$ cat config.mk
export PLATFORM = sky130hd
export DESIGN_NAME = sram_port_arbiter
export DESIGN_NICKNAME = d
export VERILOG_FILES = /design/src/rtl/sram_port_arbiter.sv
export SDC_FILE = /design/constraint.sdc
export NUM_CORES = 1
export LEC_CHECK = 0
export BUFFER_PORTS_ARGS = -buffer_cell sky130_fd_sc_hd__clkbuf_2
export CORE_AREA = 4 4 123 125
export DETAILED_ROUTE_END_ITERATION = 6
export DIE_AREA = 0 0 127 129
export PLACE_DENSITY = 0.51
export SLEW_MARGIN = 40
export SYNTH_ARGS = -nofsm -noshare
export SYNTH_HDL_FRONTEND = slang
export SYNTH_SLANG_ARGS = --single-unit
$ cat constraint.sdc
create_clock -name clk -period 7.08 [get_ports clk]
set_clock_uncertainty 0.05 [all_clocks]
set_input_delay 1.062 -clock clk [delete_from_list [all_inputs] [get_ports clk]]
set_output_delay 1.062 -clock clk [all_outputs]
set_load 0.005 [all_outputs]
$ cat src/rtl/sram_port_arbiter.sv
// Two-master arbiter sharing one sram-like port between instruction fetch and data.
// The data master has priority, a stalled grant is locked until accepted, and an owner FIFO routes responses.
module sram_port_arbiter #(
    parameter int OUTSTANDING = 4
) (
    input  logic        clk,
    input  logic        resetn,
    input  logic        inst_req,
    input  logic        inst_wr,
    input  logic [2:0]  inst_size,
    input  logic [31:0] inst_addr,
    input  logic [3:0]  inst_wstrb,
    input  logic [31:0] inst_wdata,
    output logic        inst_addr_ok,
    output logic        inst_data_ok,
    output logic [31:0] inst_rdata,
    input  logic        data_req,
    input  logic        data_wr,
    input  logic [2:0]  data_size,
    input  logic [31:0] data_addr,
    input  logic [3:0]  data_wstrb,
    input  logic [31:0] data_wdata,
    output logic        data_addr_ok,
    output logic        data_data_ok,
    output logic [31:0] data_rdata,
    output logic        m_req,
    output logic        m_wr,
    output logic [2:0]  m_size,
    output logic [31:0] m_addr,
    output logic [3:0]  m_wstrb,
    output logic [31:0] m_wdata,
    input  logic        m_addr_ok,
    input  logic        m_data_ok,
    input  logic [31:0] m_rdata,
    output logic        err_unexpected_ok
);
    localparam int PW = $clog2(OUTSTANDING);
    localparam logic [PW:0]   DEPTH   = (PW+1)'(OUTSTANDING);
    localparam logic [PW:0]   CNT_ONE = (PW+1)'(1);
    localparam logic [PW-1:0] PTR_ONE = PW'(1);

    typedef enum logic {UNLOCKED = 1'b0, LOCKED = 1'b1} lock_state_e;

    lock_state_e            state_q, state_d;
    logic                   owner_q, owner_d;
    logic [OUTSTANDING-1:0] fifo_q, fifo_d;
    logic [PW-1:0]          wr_ptr_q, wr_ptr_d, rd_ptr_q, rd_ptr_d;
    logic [PW:0]            count_q, count_d;
    logic                   err_q, err_d;

    logic full, grant_vld, grant_owner, grant_req, accept, push, pop, resp_owner;

    assign full = (count_q == DEPTH);

    // Grant: the locked owner first, then data over inst; with no grant the mux rests on data.
    always_comb begin
        grant_vld   = 1'b0;
        grant_owner = 1'b1;
        if (state_q == LOCKED) begin
            grant_vld   = 1'b1;
            grant_owner = owner_q;
        end else if (data_req) begin
            grant_vld   = 1'b1;
            grant_owner = 1'b1;
        end else if (inst_req) begin
            grant_vld   = 1'b1;
            grant_owner = 1'b0;
        end
    end

    assign grant_req = grant_owner ? data_req : inst_req;
    assign m_req     = grant_vld && grant_req && !full;
    assign m_wr      = grant_owner ? data_wr    : inst_wr;
    assign m_size    = grant_owner ? data_size  : inst_size;
    assign m_addr    = grant_owner ? data_addr  : inst_addr;
    assign m_wstrb   = grant_owner ? data_wstrb : inst_wstrb;
    assign m_wdata   = grant_owner ? data_wdata : inst_wdata;

    assign accept       = m_req && m_addr_ok;
    assign inst_addr_ok = accept && !grant_owner;
    assign data_addr_ok = accept && grant_owner;

    assign push       = accept;
    assign pop        = m_data_ok && (count_q != '0);
    assign resp_owner = fifo_q[rd_ptr_q];

    assign inst_data_ok      = pop && !resp_owner;
    assign data_data_ok      = pop && resp_owner;
    assign inst_rdata        = m_rdata;
    assign data_rdata        = m_rdata;
    assign err_unexpected_ok = err_q;

    // A stalled grant stays locked; while full m_req is low so the lock simply holds.
    always_comb begin
        state_d = state_q;
        owner_d = owner_q;
        case (state_q)
            UNLOCKED: begin
                if (m_req && !m_addr_ok) begin
                    state_d = LOCKED;
                    owner_d = grant_owner;
                end
            end
            LOCKED: begin
                if (accept) state_d = UNLOCKED;
            end
        endcase
    end

    always_comb begin
        fifo_d   = fifo_q;
        wr_ptr_d = wr_ptr_q;
        rd_ptr_d = rd_ptr_q;
        if (push) begin
            fifo_d[wr_ptr_q] = grant_owner;
            wr_ptr_d         = wr_ptr_q + PTR_ONE;
        end
        if (pop) rd_ptr_d = rd_ptr_q + PTR_ONE;
        case ({push, pop})
            2'b10:   count_d = count_q + CNT_ONE;
            2'b01:   count_d = count_q - CNT_ONE;
            default: count_d = count_q;
        endcase
        err_d = err_q || (m_data_ok && (count_q == '0));
    end

    always_ff @(posedge clk) begin
        if (!resetn) begin
            state_q  <= UNLOCKED;
            owner_q  <= 1'b0;
            wr_ptr_q <= '0;
            rd_ptr_q <= '0;
            count_q  <= '0;
            err_q    <= 1'b0;
        end else begin
            state_q  <= state_d;
            owner_q  <= owner_d;
            wr_ptr_q <= wr_ptr_d;
            rd_ptr_q <= rd_ptr_d;
            count_q  <= count_d;
            err_q    <= err_d;
        end
    end

    // Owner bits are only meaningful below count, so they need no reset.
    always_ff @(posedge clk) begin
        fifo_q <= fifo_d;
    end
endmodule

==> run metrics <==
status completed; drt first-iter violations 47; layout cells sized above 1 roughly four fifths; Area contributors post-synth mux2_4, buf_4, mux2_2; cts bufs inserted 3; Crit Path Max Fanout 45; slowest CP cell buf_4; final RePlAce weighted congestion 0.846; first-pass GRT wire length 12500 um; worst r2r path cells 9; top post-synthesis cells by count buf_4, mux2_4, mux2_2, dfxtp_1, inv_1; DP Cell Count around 560; final period utilization ~58%; Vias between 2000 and 2500; ANT cells 0; achievable clock frequency 244 MHz; most instantiated library cell after synthesis buf_4; Critical Path Max Stage Delay between 0.6 and 0.7 ns; maximum vdd drop between 0.15 and 0.2 mV; Pwr Total roughly 620 uW; GRT Util Overall around 10%; fin cells 560; worst slew pin tran just under 0.7 ns; ys flop type dfxtp_1; worst path cell trace clkbuf_2 > nor2_1 > a22o_4 > buf_4 > mux2_2 > clkbuf_2; average wire per standard cell approximately 17 um; largest net degree at the start of global routing 46; post-synth top area cell mux2_4; Mean Syn Cell Area about 10 sq um; CTS tree built; critical path arrival 2.98 ns; hold depth 2; max_cap viols 0; Syn Inst Count 220; antenna violations before repair 0; synth unique cells 30; clk sinks 14; Setup Buffers After CTS 0; Clock transition at path regs around 0.05 ns; Seq cells post-synth 14; DRC violations left 0; die width roughly 130 um; share of the synthesized area in the top cell type 30.8%; synth-to-layout area growth 39.2%; Worst EP required a little under 6 ns; Async S/R FF share, synth 0%; vias in the first global route slightly above 2000; Fin. Hold Viols 0; reg-to-reg setup timing slack about 4.5 ns; Crit. End Element primary output; post-layout util between 20 and 25%; Synth Net Count ~400; Setup violations, final 0; Hold-fix buffers, CTS 0; Die H ~130 um; worst-case clock buffer depth 2; Clk Latency, worst-skew pair approximately 0.24 ns; Detailed Routing Iterations Pass 1 4; CTS root buf clkbuf_16; port bufs 227; Setup TNS 0 ns; Post-DRT Antenna Nets 0; die area 16400 sq um; Tightest Hold Check Type flop to flop; EDFF count, synth 4; crit path time final between 4 and 5 ns; Pleak about 0.0018 uW; WS Path Type input port to primary output; post-cts sizing count 0; CP Launch Type input port; Initial Util roughly 17%; Final Slew Violations 0; row count 43; final-stage net count approximately 570; final wirelength between 9000 and 10000 um; yosys warns 0; power per cell area ~190 nW/um^2; sequential area share after synthesis about 14%; Relative slew margins 54.7%; gr ovfl total 0; CTS HTree Levels 1; core footprint between 10000 and 15000 sq um; Via density between 3 and 4; Ports around 320; Critical Path Most Common Cell clkbuf_2; DP Wirelength around 8600 um; unrepaired setup endpoints after global routing false; cell area after synthesis roughly 2300 sq um
-- layer usage --
layer	up-vias	global-route usage (%)	part of all wire, %
met4	0	1.14	0.40
met2	164	14.5	44
met3	4	3.78	13
li1	1013	-	-
met1	982	14.3	43
met5	-	0	0
-- cells by family (layout without fill, tap and decap cells) --
family          after synthesis  in the layout  synth area share (%)
buf+inv                      82            242                  26.0
flops                        14             14                  14.0
xor+xnor                      4              4                  1.53
simple gates                 25             25                  5.62
compound gates               13             13                  3.98
mux                          76             76                  45.3
fa+ha+maj                     6              6                  3.60
-- critical path: cells and delay by family --
kind | cells | cell delay, ns
mux | 1 | 0.42
compound gates | 1 | 0.47
simple gates | 1 | 0.13
buf+inv | 3 | 0.87
-- registers in the layout, indices dropped and copies added (netlist names), named ones only --
register	cells
wr_ptr_q	2
rd_ptr_q	2
owner_q	1
err_unexpected_ok	1
fifo_q	4
count_q	3
-- cell type report --
type                       count  area [sq um]
clock buffer                   4          78.8
tap                          180           225
inverter                      10          37.5
sequential                    14           320
timing repair buffer         228          1140
fill                        1526         10700
multi-input combinational    124          1390
-- cells in the final DEF (no fill, tap or decap), drive strengths merged, types with 3 or more instances in the layout --
cell type and instances:
edfxtp 4, nor2 9, clkbuf 231, mux2i 3, xor2 4, mux2 72
dfxtp 10, a21oi 4, ha 5, and2 5, nand2 4, inv 10
-- path summary, 6_finish.rpt --
path | from | endpoint
min | err_unexpected_ok$_SDFF_PN0_ | err_unexpected_ok$_SDFF_PN0_
max | data_req | m_addr[5]
min reg2reg | err_unexpected_ok$_SDFF_PN0_ | err_unexpected_ok$_SDFF_PN0_
max reg2reg | count_q[2]$_SDFFE_PN0P_ | count_q[2]$_SDFFE_PN0P_
-- where the power goes --
group          switching [uW]  leakage (uW)  internal, uW
sequential               19.6      0.000118           102
clock                    32.3     0.0000382          76.1
combinational             167       0.00160           221
total                     219       0.00175           399
-- stage by stage --
step           instance area (sq um)  hold slack [ns]  setup slack (ns)
2_1_floorplan                   2290            0.410              4.05
5_1_grt                         3190            0.448              2.86
6_report                        3190            0.426              2.98
3_5_place_dp                    3110            0.406              2.97
4_1_cts                         3190            0.428              2.96
3_3_place_gp                    3110            0.408              3.03
Note: power is estimated with default switching activity, not from simulation.
